`src/rtl/hold_field_if.sv`:
```
// Hold-field bus: pixel lookup, hold table writes and grab-query handshake.
interface hold_field_if #(
    parameter int IDX_W = 3
);
    logic        [10:0]      hcount;
    logic        [9:0]       vcount;
    logic signed [11:0]      screenx;
    logic signed [12:0]      screeny;
    logic                    wr_en;
    logic        [IDX_W-1:0] wr_idx;
    logic signed [11:0]      wr_x;
    logic signed [12:0]      wr_y;
    logic                    wr_valid;
    logic                    exists;
    logic        [IDX_W-1:0] hold_idx;
    logic                    q_req;
    logic signed [11:0]      q_x;
    logic signed [12:0]      q_y;
    logic                    q_busy;
    logic                    q_done;
    logic                    q_hit;
    logic        [IDX_W-1:0] q_idx;

    modport master (
        output hcount, vcount, screenx, screeny,
        output wr_en, wr_idx, wr_x, wr_y, wr_valid,
        output q_req, q_x, q_y,
        input  exists, hold_idx,
        input  q_busy, q_done, q_hit, q_idx
    );

    modport slave (
        input  hcount, vcount, screenx, screeny,
        input  wr_en, wr_idx, wr_x, wr_y, wr_valid,
        input  q_req, q_x, q_y,
        output exists, hold_idx,
        output q_busy, q_done, q_hit, q_idx
    );
endinterface

```
`src/rtl/hold_field.sv`:
```
// Hold table with 2-stage pixel hit pipeline; optional grab-query scanner
// enabled by defining HOLD_FIELD_GRAB_EN.
module hold_field #(
    parameter int WIDTH     = 64,
    parameter int HEIGHT    = 24,
    parameter int NUM_HOLDS = 8,
    parameter int IDX_W     = 3
) (
    input logic        clock,
    input logic        reset_n,
    hold_field_if.slave bus
);
    typedef logic signed [15:0] s16_t;

    logic signed [11:0]    tx [NUM_HOLDS];
    logic signed [12:0]    ty [NUM_HOLDS];
    logic [NUM_HOLDS-1:0]  tv;

    logic signed [12:0] wx_n, wx;
    logic signed [13:0] wy_n, wy;
    logic               pe;
    logic [IDX_W-1:0]   pi;

    // Half-open box test, widened to 16 bits so x+WIDTH cannot wrap.
    function automatic logic inb(
        input logic signed [11:0] x,
        input logic signed [12:0] y,
        input s16_t px,
        input s16_t py
    );
        s16_t x0, y0;
        x0 = 16'(x);
        y0 = 16'(y);
        return (px >= x0) && (px < x0 + 16'(WIDTH)) &&
               (py >= y0) && (py < y0 + 16'(HEIGHT));
    endfunction

    always_ff @(posedge clock) begin
        if (!reset_n) begin
            tv <= '0;
        end else if (bus.wr_en && int'(bus.wr_idx) < NUM_HOLDS) begin
            tv[bus.wr_idx] <= bus.wr_valid;
        end
    end

    always_ff @(posedge clock) begin
        if (bus.wr_en && int'(bus.wr_idx) < NUM_HOLDS) begin
            tx[bus.wr_idx] <= bus.wr_x;
            ty[bus.wr_idx] <= bus.wr_y;
        end
    end

    assign wx_n = $signed({2'b00, bus.hcount}) + 13'(bus.screenx);
    assign wy_n = $signed({4'b0000, bus.vcount}) + 14'(bus.screeny);

    // Descending scan so the lowest matching index is the one kept.
    always_comb begin
        pe = 1'b0;
        pi = '0;
        for (int i = NUM_HOLDS - 1; i >= 0; i--) begin
            if (tv[i] && inb(tx[i], ty[i], 16'(wx), 16'(wy))) begin
                pe = 1'b1;
                pi = IDX_W'(i);
            end
        end
    end

    always_ff @(posedge clock) begin
        if (!reset_n) begin
            wx           <= '0;
            wy           <= '0;
            bus.exists   <= 1'b0;
            bus.hold_idx <= '0;
        end else begin
            wx           <= wx_n;
            wy           <= wy_n;
            bus.exists   <= pe;
            bus.hold_idx <= pi;
        end
    end

`ifdef HOLD_FIELD_GRAB_EN
    typedef enum logic [1:0] {IDLE, SCAN, DONE} qstate_t;

    qstate_t            qs;
    logic [IDX_W-1:0]   qcnt;
    logic signed [11:0] qx;
    logic signed [12:0] qy;
    logic               qmatch;

    assign qmatch = tv[qcnt] && inb(tx[qcnt], ty[qcnt], 16'(qx), 16'(qy));

    always_ff @(posedge clock) begin
        if (!reset_n) begin
            qs         <= IDLE;
            qcnt       <= '0;
            qx         <= '0;
            qy         <= '0;
            bus.q_busy <= 1'b0;
            bus.q_done <= 1'b0;
            bus.q_hit  <= 1'b0;
            bus.q_idx  <= '0;
        end else begin
            unique case (qs)
                IDLE: begin
                    if (bus.q_req) begin
                        qx         <= bus.q_x;
                        qy         <= bus.q_y;
                        qcnt       <= '0;
                        bus.q_busy <= 1'b1;
                        bus.q_hit  <= 1'b0;
                        bus.q_idx  <= '0;
                        qs         <= SCAN;
                    end
                end
                SCAN: begin
                    if (qmatch) begin
                        bus.q_hit  <= 1'b1;
                        bus.q_idx  <= qcnt;
                        bus.q_busy <= 1'b0;
                        bus.q_done <= 1'b1;
                        qs         <= DONE;
                    end else if (qcnt == IDX_W'(NUM_HOLDS - 1)) begin
                        bus.q_hit  <= 1'b0;
                        bus.q_idx  <= '0;
                        bus.q_busy <= 1'b0;
                        bus.q_done <= 1'b1;
                        qs         <= DONE;
                    end else begin
                        qcnt <= qcnt + IDX_W'(1);
                    end
                end
                DONE: begin
                    bus.q_done <= 1'b0;
                    qs         <= IDLE;
                end
                default: qs <= IDLE;
            endcase
        end
    end
`else
    logic unused_q;

    assign unused_q   = ^{bus.q_req, bus.q_x, bus.q_y};
    assign bus.q_busy = 1'b0;
    assign bus.q_done = 1'b0;
    assign bus.q_hit  = 1'b0;
    assign bus.q_idx  = '0;
`endif
endmodule
```
`src/flat_wrapper.sv`:
```
// flat-port wrapper written by rule: the top's interface ports become plain ports
module hold_field_flat 
#(
    parameter int WIDTH     = 64,
    parameter int HEIGHT    = 24,
    parameter int NUM_HOLDS = 8,
    parameter int IDX_W     = 3
)
  (clock, reset_n, bus_hcount, bus_vcount, bus_screenx, bus_screeny, bus_wr_en, bus_wr_idx, bus_wr_x, bus_wr_y, bus_wr_valid, bus_q_req, bus_q_x, bus_q_y, bus_exists, bus_hold_idx, bus_q_busy, bus_q_done, bus_q_hit, bus_q_idx);
  hold_field_if #(.IDX_W(IDX_W)) bus_i ();
  input logic clock;
  input logic reset_n;
  input wire logic [$bits(bus_i.hcount)-1:0] bus_hcount;
  input wire logic [$bits(bus_i.vcount)-1:0] bus_vcount;
  input wire logic [$bits(bus_i.screenx)-1:0] bus_screenx;
  input wire logic [$bits(bus_i.screeny)-1:0] bus_screeny;
  input wire logic [$bits(bus_i.wr_en)-1:0] bus_wr_en;
  input wire logic [$bits(bus_i.wr_idx)-1:0] bus_wr_idx;
  input wire logic [$bits(bus_i.wr_x)-1:0] bus_wr_x;
  input wire logic [$bits(bus_i.wr_y)-1:0] bus_wr_y;
  input wire logic [$bits(bus_i.wr_valid)-1:0] bus_wr_valid;
  input wire logic [$bits(bus_i.q_req)-1:0] bus_q_req;
  input wire logic [$bits(bus_i.q_x)-1:0] bus_q_x;
  input wire logic [$bits(bus_i.q_y)-1:0] bus_q_y;
  output wire logic [$bits(bus_i.exists)-1:0] bus_exists;
  output wire logic [$bits(bus_i.hold_idx)-1:0] bus_hold_idx;
  output wire logic [$bits(bus_i.q_busy)-1:0] bus_q_busy;
  output wire logic [$bits(bus_i.q_done)-1:0] bus_q_done;
  output wire logic [$bits(bus_i.q_hit)-1:0] bus_q_hit;
  output wire logic [$bits(bus_i.q_idx)-1:0] bus_q_idx;
  assign bus_i.hcount = bus_hcount;
  assign bus_i.vcount = bus_vcount;
  assign bus_i.screenx = bus_screenx;
  assign bus_i.screeny = bus_screeny;
  assign bus_i.wr_en = bus_wr_en;
  assign bus_i.wr_idx = bus_wr_idx;
  assign bus_i.wr_x = bus_wr_x;
  assign bus_i.wr_y = bus_wr_y;
  assign bus_i.wr_valid = bus_wr_valid;
  assign bus_i.q_req = bus_q_req;
  assign bus_i.q_x = bus_q_x;
  assign bus_i.q_y = bus_q_y;
  assign bus_exists = bus_i.exists;
  assign bus_hold_idx = bus_i.hold_idx;
  assign bus_q_busy = bus_i.q_busy;
  assign bus_q_done = bus_i.q_done;
  assign bus_q_hit = bus_i.q_hit;
  assign bus_q_idx = bus_i.q_idx;
  hold_field #(.WIDTH(WIDTH), .HEIGHT(HEIGHT), .NUM_HOLDS(NUM_HOLDS), .IDX_W(IDX_W)) u_core (.clock(clock), .reset_n(reset_n), .bus(bus_i));
endmodule
```
`config.mk`:
```
export PLATFORM = sky130hd
export DESIGN_NAME = hold_field_flat
export DESIGN_NICKNAME = d
export VERILOG_FILES = /design/src/rtl/hold_field_if.sv /design/src/rtl/hold_field.sv /design/src/flat_wrapper.sv
export SDC_FILE = /design/constraint.sdc
export NUM_CORES = 1
export LEC_CHECK = 0
export CELL_PAD_IN_SITES_DETAIL_PLACEMENT = 1
export CELL_PAD_IN_SITES_GLOBAL_PLACEMENT = 1
export CORE_ASPECT_RATIO = 2
export CORE_UTILIZATION = 44
export CTS_CLUSTER_DIAMETER = 80
export DETAILED_ROUTE_END_ITERATION = 16
export PLACE_DENSITY_LB_ADDON = 0.15
export SLEW_MARGIN = 30
export SYNTH_ARGS = -nofsm -noshare
export SYNTH_HDL_FRONTEND = slang
export SYNTH_SLANG_ARGS = --single-unit
```
`constraint.sdc`:
```
create_clock -name clock -period 3.73 [get_ports clock]
set_clock_uncertainty 0.05 [all_clocks]
set_input_delay 1.119 -clock clock [delete_from_list [all_inputs] [get_ports clock]]
set_output_delay 1.119 -clock clock [all_outputs]
set_load 0.01 [all_outputs]
```
==> results of run 1 <==
==> registers in the layout (all words and copies together), names as in the netlist <==
signal / count
u_core.bus.exists: 1
u_core.bus.hold_idx: 3
u_core.tv: 8
u_core.tx: 96
u_core.ty: 104
u_core.wx: 13
u_core.wy: 14
==> timing repair <==
| item | CTS | global route |
|---|---|---|
| pin swaps | 0 | 3 |
| setup buffers | 0 | 4 |
| setup endpoints to repair | 3 | 4 |
| gates resized for setup | 1 | 15 |
==> cell usage after synthesis (4+ instances only) <==
cell type and instances:
a2111oi_0 9, ha_1 397, o211ai_1 15, or3_1 7, o21ai_1 5, mux2i_1 8
nand3_1 67, a21oi_1 103, nand2_1 63, o221ai_1 7, xor2_1 13, a211o_1 6
dfxtp_1 39, a41oi_1 4, a21o_1 54, nor4_1 9, nand4b_1 4, a211oi_1 22
inv_1 245, o31ai_1 6, o31a_1 6, a21boi_0 6, nor2_1 93, o41ai_1 7
or4_1 4, o21bai_1 4, nor2b_1 31, and4_1 6, a41o_1 7, nand2b_1 25
buf_4 6, nand4_1 56, xnor2_1 94, o2111ai_1 5, o21ai_0 74, a31oi_1 12
nor3_1 43, and3_1 9, nand3b_1 4, edfxtp_1 200
==> critical path: cells and delay by family (launching register included) <==
kind / cells / cell delay (ns)
flops: 1 / 0.37
compound gates: 4 / 1.04
mux: 1 / 0.21
buf+inv: 2 / 0.27
fa+ha+maj: 2 / 0.54
simple gates: 5 / 0.77
xor+xnor: 1 / 0.19
==> metal layers <==
layer	GRT usage (%)	vias up	wire [µm]
met5	0	-	13
met4	15.31	2	3471
met3	2.679	161	1499
met2	55.42	261	32670
met1	24.48	7256	19220
li1	-	7067	-
==> cell families after synthesis <==
| group | count (synthesis) |
|---|---|
| buf+inv | 256 |
| simple gates | 433 |
| flops | 239 |
| compound gates | 380 |
| xor+xnor | 107 |
| mux | 9 |
| fa+ha+maj | 399 |
| other cells | 1 |
==> through the flow <==
stage / util [%] / hold WS, ns
4_1_cts: 51.15 / 0.4405
3_3_place_gp: 49.31 / 0.4179
3_5_place_dp: 49.31 / 0.4293
6_report: 51.40 / 0.4365
5_1_grt: 51.40 / 0.4698
2_1_floorplan: - / 0.4002
==> path summary, 6_finish.rpt <==
| path | endpoint | slack (ns) | cells after the start |
|---|---|---|---|
| worst max register to register | u_core.bus.hold_idx[2] | 0.19 | 15 |
| worst max-delay path | u_core.bus.hold_idx[2] | 0.19 | 15 |
| worst min-delay path | u_core.tv[7] | 0.44 | 2 |
| worst min register to register | u_core.tv[7] | 0.44 | 2 |
==> cell type report <==
class,count,area (µm²)
fill,4695,20240
multi-input combinational,1334,10910
sequential,239,6787
timing repair buffer,149,1346
inverter,246,923.4
clock buffer,33,706.9
tap,540,675.6
clock inverter,9,56.30
antenna,1,2.502
==> where the power goes <==
part / total [mW] / switching [mW] / internal, mW
logic: 1.87 / 1.06 / 0.805
registers: 3.16 / 0.156 / 3.00
clock network: 2.41 / 1.09 / 1.33
==> results.py, run 1 <==
metrics = {
    "run_status": {
        "status": "completed",
    },
    "placement": {
        "placed_area_mm2": 0.02053,
        "dp_slack_ns": -0.008816,
        "dp.cells": 2504,
        "place_hpwl_um": 46840,
        "io_buffers": 81,
        "gp_congestion": 0.8765,
    },
    "timing": {
        "max_freq_mhz": 282.4,
        "finalHoldViolations": 0,
        "slew_viol_final": 0,
        "final.setup.tns_ns": 0,
        "setup_viol": 0,
        "period_needed_ns": 3.541,
        "rsz0062_at_grt": "false",
        "tightest_slew_ns": 0.8911,
        "max_slew_margin_pct": 40.51,
        "period_share_pct": 94.94,
        "setup_slack_ns": 0.1887,
    },
    "global_routing": {
        "grt_util_all_layers_pct": 26.86,
        "grt_pass1_vias": 16403,
        "grt_max_degree": 29,
        "antenna_found_initial": 2,
        "grt_remaining_overflow": 0,
        "grt_pass1_wl_um": 88090,
    },
    "synthesis": {
        "synth.yosys.seq_area_share_pct": 36.57,
        "yosys.area_share.adder_pct": 26.98,
        "postSynthAreaPerCell_um2": 10.17,
        "synth_top_area_share_pct": 32.36,
        "synth_edf_count": 200,
        "yosys_warnings": 0,
        "synth-simple-area-share_pct": 12.09,
        "synth_compound_area_share_pct": 13.50,
        "synth_flop_cell": "edfxtp_1",
        "synth_area_leaders": "edfxtp_1 (32%), ha_1 (27%), inv_1 (5.0%), xnor2_1 (4.4%), dfxtp_1 (4.2%)",
        "syn-cell-area_mm2": 0.01856,
        "async_flop_share_pct": 0,
        "synthCells": 1824,
        "synthMuxAreaShare_pct": 0.4921,
        "synth_top_family_by_area": "adder cells",
        "synth_xor_xnor_area_share_pct": 5.050,
        "synth_top_cell_by_area": "edfxtp_1",
        "ys_ff_latch": 239,
        "ys_types": 76,
    },
    "hold_path": {
        "hp-start": "u_core.tv[7]",
        "hp-class": "reg -> reg",
    },
    "critical_path": {
        "startpoint": "u_core.ty[0][4]",
        "r2r-start": "u_core.ty[0][4]",
        "cp.arrival_ns": 3.93,
        "slowest_stage": "edfxtp_1",
        "path_class": "reg -> reg",
        "cp-start-kind": "flip-flop",
        "path_max_fanout": 3,
        "end_kind": "flip-flop",
        "cp.required_ns": 4.12,
        "worstPathCellList": "inv_1 > ha_1 > nor4_4 > nand3_1 > xnor2_1 > ha_1 > a21o_1 > a211oi_1 > mux2_2 > nand3_1 > a31o_2 > o41ai_1 > buf_4 > nor2_1 > and3_1",
        "critical-path-max-stage-delay_ns": 0.37,
    },
    "detailed_routing": {
        "vias": 14747,
        "drt-pass1-iter-count": 4,
        "avgViaCountPerCell": 5.781,
        "drt_iter0_drc": 488,
        "drc": 0,
        "wl_per_cell_um": 22.30,
        "ant_nets": 0,
        "routed_wl_um": 56880,
    },
    "die": {
        "initial_core_util_pct": 44.56,
        "die_h_um": 292.4,
        "num_rows": 106,
        "ios": 114,
        "die_w_um": 147.2,
        "coreArea_mm2": 0.04164,
        "die_area_mm2": 0.04306,
    },
    "clock_tree": {
        "cts_made_buffers": 24,
        "insertion_delay_ns": 0.55,
        "path_clk_slew_ns": 0.07,
        "cts_hold_buffers": 0,
        "clock_path_buffers": 3,
        "cts_tree": "yes",
        "cts_sinks": 239,
        "cts-root-buf": "clkbuf_16",
        "cts_max_level": 1,
    },
    "final_layout": {
        "area_growth_pct": 15.34,
        "layout_common_cells": "ha_1 (397), inv_1 (245), edfxtp_1 (200)",
        "stdcell_area_mm2": 0.02141,
        "layout_commonest_cell": "ha_1",
        "fin_cells": 2551,
        "nNetsFinal": 2497,
        "drive_gt1_share_pct": 6.468,
    },
    "pwr": {
        "p_leak_nw": 9.749,
        "power.density_mw_per_mm2": 347.7,
        "vdd_drop_max_mv": 0.3753,
        "power.total_mw": 7.443,
    },
    "flow_run": {
        "maxCapViolCount": 0,
    },
}
(Power assumes the default switching activity.)
==> run 2: changes to the inputs <==
CAP_MARGIN = 20   (was unset)
SKIP_LAST_GASP = 1   (was unset)
==> results of run 2 <==
The final DEF is identical to that of run 1; final timing and power are the same.
